## config.mk

```make
export PLATFORM = sky130hd
export DESIGN_NAME = quad_enc_gen
export DESIGN_NICKNAME = d
export VERILOG_FILES = /design/src/rtl/enc_pkg.sv /design/src/rtl/quad_phase_step.sv /design/src/rtl/quad_enc_gen.sv
export SDC_FILE = /design/constraint.sdc
export NUM_CORES = 1
export LEC_CHECK = 0
export ABC_AREA = 1
export BUFFER_PORTS_ARGS = -buffer_cell sky130_fd_sc_hd__buf_2
export CORE_ASPECT_RATIO = 1.2
export CORE_MARGIN = 8
export CORE_UTILIZATION = 35
export DETAILED_ROUTE_END_ITERATION = 10
export GPL_ROUTABILITY_DRIVEN = 0
export SYNTH_ARGS = -nofsm -noshare
export SYNTH_HDL_FRONTEND = slang
export SYNTH_HIERARCHICAL = 1
export SYNTH_SLANG_ARGS = --single-unit
```

## constraint.sdc

```tcl
create_clock -name clk -period 2.23 [get_ports clk]
set_input_delay 0.223 -clock clk [delete_from_list [all_inputs] [get_ports clk]]
set_output_delay 0.223 -clock clk [all_outputs]
set_load 0.05 [all_outputs]
```

## src/rtl/enc_pkg.sv

```systemverilog
// Shared types and phase helpers for the quadrature encoder generator.
package enc_pkg;

  typedef enum logic [1:0] {
    IDLE  = 2'd0,
    CONT  = 2'd1,
    BURST = 2'd2
  } state_t;

  // Gray phases as {A,B}, listed in A-leads-B order
  localparam logic [1:0] PH0 = 2'b00;
  localparam logic [1:0] PH1 = 2'b10;
  localparam logic [1:0] PH2 = 2'b11;
  localparam logic [1:0] PH3 = 2'b01;

  localparam int MIN_PERIOD = 2;

  function automatic logic [1:0] next_phase(input logic [1:0] phase, input logic dir);
    logic [1:0] nxt;
    nxt = PH0;
    case (phase)
      PH0:     nxt = dir ? PH1 : PH3;
      PH1:     nxt = dir ? PH2 : PH0;
      PH2:     nxt = dir ? PH3 : PH1;
      default: nxt = dir ? PH0 : PH2;
    endcase
    return nxt;
  endfunction

endpackage

```

## src/rtl/quad_phase_step.sv

```systemverilog
// Two-bit Gray phase register; advances one quadrature step per step pulse.
module quad_phase_step
  import enc_pkg::*;
(
  input  logic              clk,
  input  logic              rst_n,
  input  logic              step,
  input  logic              dir,
  output logic              phA,
  output logic              phB,
  output logic signed [1:0] delta
);

  logic [1:0] phase;

  always_ff @(posedge clk or negedge rst_n) begin
    if (!rst_n) begin
      phase <= PH0;
    end else if (step) begin
      phase <= next_phase(phase, dir);
    end
  end

  assign {phA, phB} = phase;
  assign delta      = dir ? 2'sb01 : 2'sb11;

endmodule

```

## src/rtl/quad_enc_gen.sv

```systemverilog
// Quadrature encoder emulator: continuous or fixed-length bursts of Gray edges,
// with a running signed count of emitted edges.
//
// state | meaning
// IDLE  | phases held, waiting for start (burst) or en (continuous)
// CONT  | free-running while en=1; dir/period re-sampled at each edge
// BURST | emitting burst_len edges with dir/period latched at start
module quad_enc_gen #(
  parameter int PERIOD_W   = 16,
  parameter int CNT_W      = 16,
  parameter int MIN_PERIOD = enc_pkg::MIN_PERIOD
) (
  input  logic                clk,
  input  logic                rst_n,
  input  logic                en,
  input  logic                start,
  input  logic                abort,
  input  logic                dir,
  input  logic [PERIOD_W-1:0] half_period,
  input  logic [CNT_W-1:0]    burst_len,
  input  logic                clr,
  output logic                phA,
  output logic                phB,
  output logic                busy,
  output logic                done,
  output logic [CNT_W-1:0]    pos
);

  import enc_pkg::*;

  state_t              state;
  logic [PERIOD_W-1:0] timer;
  logic [PERIOD_W-1:0] periodLat;
  logic [PERIOD_W-1:0] effPeriod;
  logic [CNT_W-1:0]    remaining;
  logic                dirLat;
  logic                timerDone;
  logic                stepEdge;
  logic signed [1:0]   delta;

  assign effPeriod = (half_period < PERIOD_W'(MIN_PERIOD)) ? PERIOD_W'(MIN_PERIOD) : half_period;
  assign timerDone = (timer == '0);

  // abort and en-drop both suppress an edge that would land on the same clock
  always_comb begin
    stepEdge = 1'b0;
    case (state)
      CONT:    stepEdge = timerDone && en && !abort;
      BURST:   stepEdge = timerDone && !abort;
      default: stepEdge = 1'b0;
    endcase
  end

  always_ff @(posedge clk or negedge rst_n) begin
    if (!rst_n) begin
      state     <= IDLE;
      busy      <= 1'b0;
      done      <= 1'b0;
      timer     <= '0;
      periodLat <= '0;
      remaining <= '0;
      dirLat    <= 1'b0;
    end else begin
      done <= 1'b0;
      case (state)
        IDLE: begin
          if (start) begin
            if (burst_len != '0) begin
              state     <= BURST;
              busy      <= 1'b1;
              dirLat    <= dir;
              periodLat <= effPeriod;
              timer     <= effPeriod - PERIOD_W'(1);
              remaining <= burst_len;
            end else begin
              done <= 1'b1;
            end
          end else if (en) begin
            state     <= CONT;
            busy      <= 1'b1;
            dirLat    <= dir;
            periodLat <= effPeriod;
            timer     <= effPeriod - PERIOD_W'(1);
          end
        end
        CONT: begin
          if (abort || !en) begin
            state <= IDLE;
            busy  <= 1'b0;
          end else if (timerDone) begin
            dirLat    <= dir;
            periodLat <= effPeriod;
            timer     <= effPeriod - PERIOD_W'(1);
          end else begin
            timer <= timer - PERIOD_W'(1);
          end
        end
        BURST: begin
          if (abort) begin
            state <= IDLE;
            busy  <= 1'b0;
          end else if (timerDone) begin
            remaining <= remaining - CNT_W'(1);
            timer     <= periodLat - PERIOD_W'(1);
            if (remaining == CNT_W'(1)) begin
              state <= IDLE;
              busy  <= 1'b0;
              done  <= 1'b1;
            end
          end else begin
            timer <= timer - PERIOD_W'(1);
          end
        end
        default: begin
          state <= IDLE;
          busy  <= 1'b0;
        end
      endcase
    end
  end

  always_ff @(posedge clk or negedge rst_n) begin
    if (!rst_n) begin
      pos <= '0;
    end else if (clr) begin
      pos <= '0;
    end else if (stepEdge) begin
      pos <= pos + {{(CNT_W-2){delta[1]}}, delta};
    end
  end

  quad_phase_step uStep (
    .clk   (clk),
    .rst_n (rst_n),
    .step  (stepEdge),
    .dir   (dirLat),
    .phA   (phA),
    .phB   (phB),
    .delta (delta)
  );

endmodule

```

Yosys cells after proc, flatten, opt, wreduce, memory -nomap -nowiden
Index checks and enable logic that the tools add are counted.
{"block": "classes", "n_addsub": 5, "n_lt_le_gt_ge": 1, "n_eq_ne": 16, "n_mux": 57, "n_reduce_logical": 18}
{"op": "$mux 16", "count": 19}
{"op": "$pmux 16 s2", "count": 2}
{"op": "$sub 16x1->16 const B", "count": 4}
{"op": "$pmux 16 s3", "count": 1}
{"op": "$mux 2", "count": 12}
{"op": "$reduce_and 5->1", "count": 4}
{"op": "$mux 1", "count": 17}
{"op": "$add 16x16->16", "count": 1}
{"op": "$eq 16x1->1 const B", "count": 1}
{"op": "$logic_not 16->1", "count": 1}
{"op": "$lt 16x2->1 const B", "count": 1}
{"op": "$reduce_bool 16->1", "count": 1}
{"op": "$ne 2x2->1 const B", "count": 7}
{"op": "$ne 3x3->1 const B", "count": 4}
{"op": "$pmux 2 s3", "count": 2}
{"op": "$eq 2x2->1 const B", "count": 3}
{"op": "$pmux 1 s2", "count": 3}
{"op": "$reduce_bool 2->1", "count": 3}
{"op": "$logic_not 2->1", "count": 2}
{"op": "$logic_and 1x1->1", "count": 3}
{"op": "$pmux 1 s3", "count": 1}
{"op": "$reduce_bool 3->1", "count": 1}
{"op": "$eq 2x1->1 const B", "count": 1}
{"op": "$logic_not 1->1", "count": 2}
{"op": "$logic_or 1x1->1", "count": 1}
{"block": "word_totals", "reg_bits": 71, "input_bits": 39, "output_inout_bits": 20, "wordCells": 106}

Longest topological paths before layout
{"block": "logic_depth", "word_depth": 6, "ltp_mapped": 16, "mapped_depth_nobuf": 16}

Hierarchy
Netlist, hierarchy kept.
{"mod": "quad_enc_gen", "instances": 1, "cells_per_inst": 845, "area_per_inst_um2": 5809.3, "seq_area_each_um2": 1726.7}
{"mod": "quad_phase_step", "instances": 1, "cells_per_inst": 18, "area_per_inst_um2": 116.4, "seq_area_each_um2": 50.0}

Least setup slack after synthesis
OpenSTA, ideal clock, no wires.
{"block": "synth_timing", "path_type": "reg2reg", "startpoint": "register pos[0]", "endpoint": "register pos[10]", "setup_time_ns": 0.118, "arrival_time_ns": 2.032, "required_ns": 2.112, "path_slack_ns": 0.080, "stages_incl_launch_ff": 11, "n_path_buf": 0, "synth_period_minus_slack_ns": 2.150, "path_cell_list": "dfrtp_1 ha_1 fa_1 nand3_1 nand2_1 nand2_1 a21oi_1 a21oi_1 or2_2 nand3_1 nand2_1"}
{"block": "synth_between", "elab_chain_cells": 3}
{"item": "start, declared", "line_no": "quad_enc_gen.sv:26", "source": "output logic [CNT_W-1:0] pos"}
{"item": "start signal, assigned", "line_no": "quad_enc_gen.sv:128", "source": "pos <= pos + {{(CNT_W-2){delta[1]}}, delta};"}
{"item": "$add 16x16->16", "line_no": "quad_enc_gen.sv:128"}
{"item": "$mux 16", "line_no": "quad_enc_gen.sv:127", "source": "end else if (stepEdge) begin"}
{"item": "$mux 16", "line_no": "quad_enc_gen.sv:125", "source": "end else if (clr) begin"}
Every way passes these cells. The select of a mux whose other input is x is not followed.
A chain may end at the register's enable or synchronous reset.

Worst setup path in the final report
{"block": "layout_timing", "startpoint": "register dirLat", "endpoint": "register pos[13]"}
{"block": "layout_between", "elab_chain_cells": 4}
{"item": "start, declared", "line_no": "quad_enc_gen.sv:36", "source": "logic dirLat;"}
{"item": "start signal, assigned", "line_no": "quad_enc_gen.sv:71", "source": "dirLat <= dir;"}
{"item": "start signal, assigned", "line_no": "quad_enc_gen.sv:81", "source": "dirLat <= dir;"}
{"item": "start signal, assigned", "line_no": "quad_enc_gen.sv:91", "source": "dirLat <= dir;"}
{"item": "$mux 2", "line_no": "quad_phase_step.sv:25", "source": "assign delta = dir ? 2'sb01 : 2'sb11;"}
{"item": "via delta[1]", "line_no": "quad_enc_gen.sv:39", "source": "logic signed [1:0] delta;"}
{"item": "$add 16x16->16", "line_no": "quad_enc_gen.sv:128"}
{"item": "$mux 16", "line_no": "quad_enc_gen.sv:127"}
{"item": "$mux 16", "line_no": "quad_enc_gen.sv:125"}
The timed path passes the listed nets, and every way through them passes these cells. The select of a mux whose other input is x is not followed.

==> out/metrics.cfg <==
[die]
io_pins = 59
coreArea_um2 = 16700
row_count = 52
initial_core_util_pct = 35.4
die_w_um = 135
die_area_um2 = 21400
die_y_um = 159

[synth]
synth_compound_area_share_pct = 15.6
synth_seq_cells = 71
ys.flop_type = dfrtp_1
yosys.area_share.adder_pct = 5.19
async_flop_share_pct = 100
synthCells = 863
ys_seq_area_share_pct = 30.0
syn-num-nets = 926
synth-edff-count = 0
synth_xor_area_share_pct = 4.58
syn-cell-area_um2 = 5930
synth_area_per_cell_um2 = 6.87
yosysWarnings = 6
synth-simple-area-share_pct = 35.9
muxShareOfSynthArea_pct = 0
ys_types = 58
synth_top_family_by_area = simple AND/OR/NAND/NOR gates

[final_layout]
area_growth_pct = 16.7
drive_gt1_share_pct = 16.6
diodes = 0
final_common_cell = nand2_1
final_cell_mix = nand2_1 (230), nor2_1 (99), inv_1 (82), dfrtp_1 (71), nand3_1 (70)
fin_nets = 999

[power]
intPower_uw = 4710
clkPwrFrac_pct = 19.2
swShare_pct = 48.2
power_uw = 9090
power_frac_seq_pct = 25.5
cellLeakagePower_uw = 0.00345
p_sw_uw = 4380
powerDensity_nw_per_um2 = 1310
ir_worst_vdd_v = 0.000484
combPwrFrac_pct = 55.3

[grt]
gr-total-overflow = 0
grtUsageTotal_pct = 16.6
grt_antenna_before_repair = 0
grt_max_degree = 32
grt_pass1_vias = 5628
grt_pass1_wl_um = 28100

[run_status]
status = complete, no violations

[setup_path]
critical_path_required_ns = 2.47
cp_max_fo = 11
critical_path.top_delay_family = compound AO/OA/AOI/OAI gates
cp-start-kind = register
arrival_ns = 2.33
cp_num_buf_inv = 2
worstSetupPathType = reg -> reg
max_stage_delay_ns = 0.38
slowest_stage = dfrtp_1
crit_path_end_kind = register
crit_chain = inv_2 > buf_4 > ha_1 > a21oi_1 > o21ai_0 > a211oi_1 > nand3b_1 > nand3_1 > nand2_1

[placement]
place_hpwl_um = 13200
portBuffers = 58

[sta]
rsz0062_at_grt = false
finalSetupViolCount = 0
maxSlewViolCount = 0
min_period_ns = 2.09
hold_viol = 0
post-route-period-util_pct = 93.8
skew_ns = 0.0119
fin_tns_setup_ns = 0
fmax_mhz = 478

[route]
drtIter0Drc = 329
wire_per_inst_um = 14.7
dr_total_vias = 5758
drt_first_pass_iters = 7
drc = 0
routed_wl_um = 17000
final_antenna_net_count = 0
via_per_inst = 4.98

[clocking]
cts_tree = done
path_clk_slew_ns = 0.06
clk_path_buf_depth = 2
h-tree-depth = 3
cts_root_buf = clkbuf_16
clock_latency_ns = 0.35
cts.sinks = 71
cts_buffers = 9

[run]
max-cap-violations = 0

[hold_path]
min_path_type = in -> reg

## flip-flops by register name (all words and copies together) (netlist names)
| register | cells |
|---|---|
| remaining | 16 |
| uStep/phase | 2 |
| dirLat | 1 |
| state | 2 |
| done | 1 |
| timer | 16 |
| busy | 1 |
| pos | 16 |
| periodLat | 16 |
## synth_stat cells (2+ instances only)
master	n	area share, %
or2_2	2	0.21
ha_1	23	4.9
nor2_4	4	0.76
nor2_2	6	0.63
buf_6	6	1.1
nor2_8	2	0.68
a21oi_2	2	0.30
clkbuf_1	4	0.25
nor2_1	99	6.3
nand3b_1	4	0.51
o21ai_0	51	4.3
buf_1	2	0.13
buf_2	4	0.34
o21ai_1	31	2.6
buf_4	2	0.25
o211ai_1	6	0.76
nand3_1	70	5.9
inv_1	82	5.2
or2_1	2	0.21
nand4_1	6	0.63
xnor2_1	5	0.74
a31oi_1	3	0.32
o221ai_1	2	0.30
nand3_4	4	1.2
a21boi_0	2	0.25
a21oi_1	39	3.3
o22ai_2	2	0.42
nand2_2	3	0.32
a22o_1	2	0.30
o31ai_1	3	0.38
nor3_1	15	1.3
inv_2	12	0.76
a22oi_1	3	0.38
xor2_1	26	3.8
dfrtp_1	71	30
nand4_4	2	0.72
inv_4	2	0.21
o21ai_2	6	0.89
o21a_1	2	0.25
nand2_4	4	0.76
nand2_1	230	15
## path summary, 6_finish.rpt
| kind | from | to | slack [ns] | depth (start not counted) |
|---|---|---|---|---|
| max in group asynchronous | rst_n | timer[7] | 1.30 | 3 |
| worst min-delay path | half_period[15] | periodLat[15] | 0.12 | 3 |
| worst max register to register | dirLat | pos[13] | 0.14 | 9 |
| min in group asynchronous | rst_n | pos[12] | 0.32 | 2 |
| worst min register to register | busy | busy | 0.51 | 2 |
| worst max-delay path | dirLat | pos[13] | 0.14 | 9 |
## power by group through the flow
stage	Sequential, uW	Clock [uW]	Combinational, uW
finish	2320	1750	5030
global route	2390	1840	5710
CTS	2310	1790	5030
detailed placement	2320	0	5000
global placement	2320	0	4960
floorplan	2290	0	3910
## per-stage QoR
step	utilization, %	instances	hold slack (ns)	setup WS (ns)	area (um^2)
after floorplan	-	863	-0.0726	0.0801	5930
after global placement	39.1	1140	0.157	-0.0314	6540
after detailed placement	39.1	1140	0.160	-0.0713	6540
after CTS	41.3	1157	0.111	0.0982	6910
after global routing	41.4	1157	0.144	0.00366	6920
final	41.4	1157	0.115	0.137	6920
## worst min-delay path, delay by kind of cell
family	cells	cell delay [ns]
buffers and inverters	1	0.10
AOI/OAI and AO/OA	1	0.06
and+or+nand+nor	1	0.05
## layout make-up
type	count	area, um^2
Timing Repair Buffer	81	493
Inverter	97	375
Clock inverter	5	104
Multi-Input combinational cell	676	3650
Clock buffer	11	253
Fill cell	1744	9800
Tap cell	216	270
Sequential cell	71	1780
## per-layer routing
metal | global-route usage (%) | up-vias | share of wire (%)
met3 | 3.57 | 25 | 4.2
met1 | 20.4 | 2621 | 46
li1 | - | 2993 | -
met2 | 27.7 | 119 | 48
met4 | 6.27 | 0 | 2.5
met5 | 0 | - | 0
## cells by family (layout without fill, tap and decap cells)
kind of cell	count (synthesis)	count (layout)
AND/OR/NAND/NOR	460	460
AO/OA/AOI/OAI	160	160
buffers and inverters	116	194
flip-flops	71	71
XOR/XNOR	31	31
adder cells (fa/ha/maj)	24	24
other	1	1
## repair_timing
item,4_1_cts,5_1_grt
setup buffers,0,0
hold buffers,1,0
resized for setup,0,5
endpoints found under the hold margin,21,0
setup endpoints to repair,0,5
(Power assumes the default switching activity.)
